## src/rtl/axi_wdata_pkg.sv

```systemverilog
// Shared types and constants for the AXI W-channel drain stage.
package axi_wdata_pkg;

   localparam int BEAT_DATA_WTH = 64;
   localparam int BEAT_STRB_WTH = BEAT_DATA_WTH / 8;

   // The output buffer only has to cover the FIFO's one-cycle read latency plus the beat on the bus.
   localparam int OBUF_DEPTH = 2;
   localparam int OCC_W      = $clog2(OBUF_DEPTH + 1);

   typedef struct packed {
      logic [BEAT_DATA_WTH-1:0] data;
      logic [BEAT_STRB_WTH-1:0] strb;
      logic                     last;
   } beat_t;

endpackage

```

## src/rtl/axi_w_skid_buf.sv

```systemverilog
// Two-entry in-order beat buffer. The head entry drives the W channel and holds
// until it is handshaken, so the outputs stay stable under backpressure.
module axi_w_skid_buf
   import axi_wdata_pkg::*;
#(
   parameter  int DATA_WTH = BEAT_DATA_WTH,
   localparam int BEAT_W   = DATA_WTH + DATA_WTH / 8 + 1
) (
   input  logic              clk,
   input  logic              rstn,
   input  logic              wr_en,
   input  logic [BEAT_W-1:0] wr_beat,
   input  logic              ready,
   output logic              valid,
   output logic [BEAT_W-1:0] head,
   output logic [OCC_W-1:0]  occ
);

   localparam int PTR_W = $clog2(OBUF_DEPTH);

   logic [BEAT_W-1:0] mem [OBUF_DEPTH];
   logic [PTR_W-1:0]  rd_ptr;
   logic [PTR_W-1:0]  wr_ptr;
   logic              pop;

   assign valid = (occ != '0);
   assign pop   = valid & ready;
   assign head  = mem[rd_ptr];

   // Storage, pointers and occupancy; entries are cleared so the W outputs read zero out of reset.
   always_ff @(posedge clk or negedge rstn) begin
      if (!rstn) begin
         for (int i = 0; i < OBUF_DEPTH; i++) mem[i] <= '0;
         rd_ptr <= '0;
         wr_ptr <= '0;
         occ    <= '0;
      end else begin
         if (wr_en) begin
            mem[wr_ptr] <= wr_beat;
            wr_ptr      <= wr_ptr + PTR_W'(1);
         end
         if (pop) rd_ptr <= rd_ptr + PTR_W'(1);
         occ <= occ + OCC_W'(wr_en) - OCC_W'(pop);
      end
   end

endmodule

```

## src/rtl/axi_wdata_issue.sv

```systemverilog
// Drains width-converted write beats from the FIFO onto the AXI W channel,
// releasing each burst only after its AW has been accepted downstream.
module axi_wdata_issue
   import axi_wdata_pkg::*;
#(
   parameter int DATA_WTH     = 64,
   parameter int CREDIT_DEPTH = 4,
   parameter int CREDIT_W     = $clog2(CREDIT_DEPTH + 1)
) (
   input  logic                  clk,
   input  logic                  rstn,
   input  logic                  aw_accept,
   output logic                  credit_full,
   output logic                  fifo_ren,
   input  logic [DATA_WTH-1:0]   fifo_rdata,
   input  logic [DATA_WTH/8-1:0] fifo_rstrb,
   input  logic                  fifo_rlast,
   input  logic                  fifo_empty,
   output logic                  m_wvalid,
   input  logic                  m_wready,
   output logic [DATA_WTH-1:0]   m_wdata,
   output logic [DATA_WTH/8-1:0] m_wstrb,
   output logic                  m_wlast,
   output logic                  credit_ovf
);

   localparam int BEAT_W = DATA_WTH + DATA_WTH / 8 + 1;

   logic [CREDIT_W-1:0] credit;
   logic [CREDIT_W-1:0] cr_eff;
   logic                rd_pend;
   logic                ret;
   logic                acc;
   logic                hs;
   logic [OCC_W-1:0]    occ;
   logic [2:0]          free;
   logic [BEAT_W-1:0]   head;

   assign ret         = rd_pend & fifo_rlast;
   assign credit_full = (credit == CREDIT_W'(CREDIT_DEPTH));
   assign acc         = aw_accept & ~credit_full;
   // Subtracting the returning last beat keeps the next burst's first pop from sneaking in on the same cycle.
   assign cr_eff      = credit - CREDIT_W'(ret);
   assign hs          = m_wvalid & m_wready;
   // Slots still unclaimed once the in-flight pop lands, counting the beat leaving this cycle.
   assign free        = 3'(OBUF_DEPTH) - 3'(occ) - 3'(rd_pend) + 3'(hs);
   assign fifo_ren    = ~fifo_empty & (cr_eff != '0) & (free != '0);

   // AW credit accounting, read-latency tracking and sticky overflow flag.
   always_ff @(posedge clk or negedge rstn) begin
      if (!rstn) begin
         credit     <= '0;
         rd_pend    <= 1'b0;
         credit_ovf <= 1'b0;
      end else begin
         credit  <= credit + CREDIT_W'(acc) - CREDIT_W'(ret);
         rd_pend <= fifo_ren;
         if (aw_accept & credit_full) credit_ovf <= 1'b1;
      end
   end

   axi_w_skid_buf #(
      .DATA_WTH (DATA_WTH)
   ) u_skid_buf (
      .clk     (clk),
      .rstn    (rstn),
      .wr_en   (rd_pend),
      .wr_beat ({fifo_rdata, fifo_rstrb, fifo_rlast}),
      .ready   (m_wready),
      .valid   (m_wvalid),
      .head    (head),
      .occ     (occ)
   );

   assign {m_wdata, m_wstrb, m_wlast} = head;

endmodule

```

## config.mk

```make
export PLATFORM = sky130hd
export DESIGN_NAME = axi_wdata_issue
export DESIGN_NICKNAME = d
export VERILOG_FILES = /design/src/rtl/axi_wdata_pkg.sv /design/src/rtl/axi_w_skid_buf.sv /design/src/rtl/axi_wdata_issue.sv
export SDC_FILE = /design/constraint.sdc
export NUM_CORES = 1
export LEC_CHECK = 0
export CAP_MARGIN = 5
export CORE_MARGIN = 4
export CORE_UTILIZATION = 35
export CTS_CLUSTER_SIZE = 12
export DETAILED_ROUTE_END_ITERATION = 8
export PLACE_DENSITY = 0.65
export SETUP_SLACK_MARGIN = 0.3
export SLEW_MARGIN = 20
export SYNTH_ARGS = -nofsm -noshare
export SYNTH_HDL_FRONTEND = slang
export SYNTH_SLANG_ARGS = --single-unit
```

## constraint.sdc

```tcl
create_clock -name clk -period 6 [get_ports clk]
set_input_delay 0.9 -clock clk [delete_from_list [all_inputs] [get_ports clk]]
set_output_delay 0.9 -clock clk [all_outputs]
set_load 0.03 [all_outputs]
```

==> insert_results.sql <==
INSERT INTO impl_metrics (metric_group, metric, value, unit) VALUES
('sta', 'timing.final.crit_share', '69.9', '%'),
('setup_path', 'rr_worst_depth', '9', ''),
('floorplanning', 'die_area', '22100', 'um2'),
('sta', 'finalWorstPathRequiredPeriod', '4.20', 'ns'),
('setup_path', 'crit_arrival', '3.30', 'ns'),
('sta', 'fin_worst_skew', '0.00595', 'ns'),
('layout', 'post_route_cells_drive_above_1_share', '43.2', '%'),
('global_route', 'grtUsageTotal', '13.7', '%'),
('floorplanning', 'core_area', '19500', 'um2'),
('detailed_routing', 'wl_per_cell', '17.1', 'um'),
('floorplanning', 'die_height', '149', 'um'),
('global_route', 'antenna_found_initial', '0', ''),
('global_route', 'grt_first_pass_wirelength', '23900', 'um'),
('sta', 'final_max_slew_viol_count', '0', ''),
('setup_path', 'critical_path.n_buffers_inverters', '3', ''),
('layout', 'fin_area', '9120', 'um2'),
('global_route', 'gr-total-overflow', '0', ''),
('cts', 'cts_hold_repair.buffers', '0', ''),
('setup_path', 'worst_path_largest_cell_delay', '0.74', 'ns'),
('cts', 'cts-buffers-inserted', '17', ''),
('setup_path', 'required', '5.10', 'ns'),
('outcome', 'outcome', 'complete, no violations', ''),
('cts', 'cts_repair_resize_count', '0', ''),
('placed_design', 'post_placement_setup_slack', '1.79', 'ns'),
('cts', 'clk_pin_slew', '0.06', 'ns'),
('power_and_ir_drop', 'total_power', '0.00623', 'W'),
('placed_design', 'io_buffer_count', '154', ''),
('power_and_ir_drop', 'clockPowerShare', '16.5', '%'),
('sta', 'total_negative_slack_for_setup_checks', '0', 'ns'),
('setup_path', 'critPathCaptureType', 'output pin', ''),
('cts', 'clk-insertion-delay-late', '0.41', 'ns'),
('setup_path', 'timing.rr.start', 'credit[1]', ''),
('cts', 'tritoncts', 'built', ''),
('hold_path', 'min_delay_worst_type', 'flop to flop', ''),
('power_and_ir_drop', 'power.static_leakage', '3.72', 'nW'),
('synthesis', 'yosys_register_bits', '155', ''),
('detailed_routing', 'vias_per_cell', '4.68', ''),
('detailed_routing', 'route.final.wire_length', '14700', 'um'),
('setup_path', 'rrSetupSlack', '3.84', 'ns'),
('power_and_ir_drop', 'seq_power_share', '31.6', '%'),
('power_and_ir_drop', 'internal_power', '0.00387', 'W'),
('sta', 'max_freq', '238', 'MHz'),
('cts', 'clock_tree.buffer_depth', '2', ''),
('cts', 'tritoncts_num_sinks', '155', ''),
('floorplanning', 'core.rowCount', '51', ''),
('setup_path', 'worst_setup_path_endpoint', 'fifo_ren', ''),
('detailed_routing', 'route.vias.total', '4037', ''),
('synthesis', 'synth_seq_area_share', '56.0', '%'),
('sta', 'slew_headroom', '26.3', '%'),
('synthesis', 'postSynthNetCount', '517', ''),
('synthesis', 'synth_area', '6920', 'um2'),
('placed_design', 'placedInstanceArea', '8530', 'um2'),
('sta', 'timing_hold_violations_final', '0', ''),
('detailed_routing', 'remaining_drc_errors', '0', ''),
('sta', 'worst_pin_slew', '1.10', 'ns'),
('setup_path', 'crit_path_top_delay_cell', 'sky130_fd_sc_hd__clkdlybuf4s50_1', ''),
('setup_path', 'crit_path_start_kind', 'input port', ''),
('synthesis', 'yosysWarningCount', '0', ''),
('power_and_ir_drop', 'power.net_switching', '0.00236', 'W'),
('setup_path', 'critical_path_depth', '8', ''),
('sta', 'fin_ws', '1.80', 'ns'),
('setup_path', 'crit_start', 'm_wready', ''),
('power_and_ir_drop', 'power_per_cell_area', '683', 'nW/um2'),
('synthesis', 'post_syn_instances', '431', ''),
('setup_path', 'timing.setup.critical_path_class', 'input port to output pin', ''),
('power_and_ir_drop', 'p_sw_share', '37.8', '%'),
('cts', 'post_cts_buffers', '0', ''),
('placed_design', 'finalWeightedCongestion', '0.724', ''),
('sta', 'setup-violations-final', '0', ''),
('run', 'cap_viol_max_count', '0', ''),
('setup_path', 'regToRegEndpoint', 'credit[2]', '');
worst min path at each step:
stage | from | to | slack, ns | cells after the start
2_1_floorplan | u_skid_buf.mem[0] | u_skid_buf.mem[0] | 0.47 | 1
3_3_place_gp | credit_ovf | credit_ovf | 0.44 | 1
3_5_place_dp | credit_ovf | credit_ovf | 0.45 | 1
4_1_cts | credit_ovf | credit_ovf | 0.46 | 1
5_1_grt | credit_ovf | credit_ovf | 0.49 | 1
6_report | credit_ovf | credit_ovf | 0.46 | 1
metrics by stage:
| stage | std cells | hold slack (ns) |
|---|---|---|
| 6_report | 862 | 0.458 |
| 5_1_grt | 862 | 0.489 |
| 4_1_cts | 861 | 0.463 |
| 3_5_place_dp | 829 | 0.447 |
| 3_3_place_gp | 829 | 0.442 |
| 2_1_floorplan | 431 | 0.474 |
layout by cell type (no fill, tap or decap), drive strengths merged:
| cell | synthesis | routed |
|---|---|---|
| nor2b | 1 | 1 |
| bufinv | 0 | 1 |
| mux2 | 219 | 219 |
| clkdlybuf4s50 | 0 | 153 |
| or2 | 1 | 1 |
| clkinv | 0 | 2 |
| clkbuf | 7 | 18 |
| dfrtp | 155 | 155 |
| a311oi | 1 | 1 |
| fa | 2 | 2 |
| buf | 16 | 4 |
| ha | 6 | 6 |
| xor2 | 2 | 2 |
| xnor2 | 5 | 5 |
| nand2b | 1 | 1 |
| nor3b | 2 | 2 |
| o21a | 1 | 1 |
| and2 | 1 | 1 |
| a21o | 1 | 1 |
| nand2 | 1 | 1 |
| clkinvlp | 0 | 6 |
| inv | 9 | 14 |
Yosys cell counts, drive strengths merged:
cell type	number	area, um2
nor3b	2	15.0
fa	2	40.0
a311oi	1	8.76
xnor2	5	43.8
clkbuf	7	96.3
dfrtp	155	3880
nand2	1	6.26
or2	1	6.26
nor2b	1	13.8
nand2b	1	6.26
o21a	1	7.51
buf	16	191
and2	1	6.26
a21o	1	7.51
inv	9	33.8
ha	6	75.1
xor2	2	17.5
mux2	219	2470
registers in the layout, summed over array words and instances, names as in the netlist:
register / count
u_skid_buf.occ: 2
rd_pend: 1
u_skid_buf.mem: 146
u_skid_buf.rd_ptr: 1
u_skid_buf.wr_ptr: 1
credit: 3
credit_ovf: 1
kinds of logic (layout without fill, tap and decap cells):
kind of cell	count (synthesis)	after routing	synth area share, %
adder cells (fa/ha/maj)	8	8	1.66
XOR/XNOR	7	7	0.886
AO/OA/AOI/OAI	3	3	0.344
flip-flops	155	155	56.0
buffers and inverters	32	198	4.65
multiplexers	219	219	35.6
AND/OR/NAND/NOR	7	7	0.778
per-layer routing:
| layer | wire (um) | GRT usage, % |
|---|---|---|
| met5 | 0 | 0 |
| met4 | 102 | 3.33 |
| met3 | 914 | 4.72 |
| met2 | 7060 | 22.5 |
| met1 | 6620 | 17.5 |
power groups by stage:
stage / Clock [W] / Combinational, W / Sequential (W)
floorplan: 0 / 0.00240 / 0.00180
global placement: 0 / 0.00321 / 0.00194
detailed placement: 0 / 0.00326 / 0.00199
CTS: 0.00106 / 0.00327 / 0.00198
global route: 0.00111 / 0.00344 / 0.00204
finish: 0.00103 / 0.00323 / 0.00197
cell type report:
class	instances	area, um2
flip-flops and latches	155	3880
well taps	265	332
clock inverters	14	136
clock buffers	18	429
repair buffers	157	1580
fillers	1712	10300
multi-input cells	244	2730
inverters	9	33.8
Power figures use the tool's default switching activity.
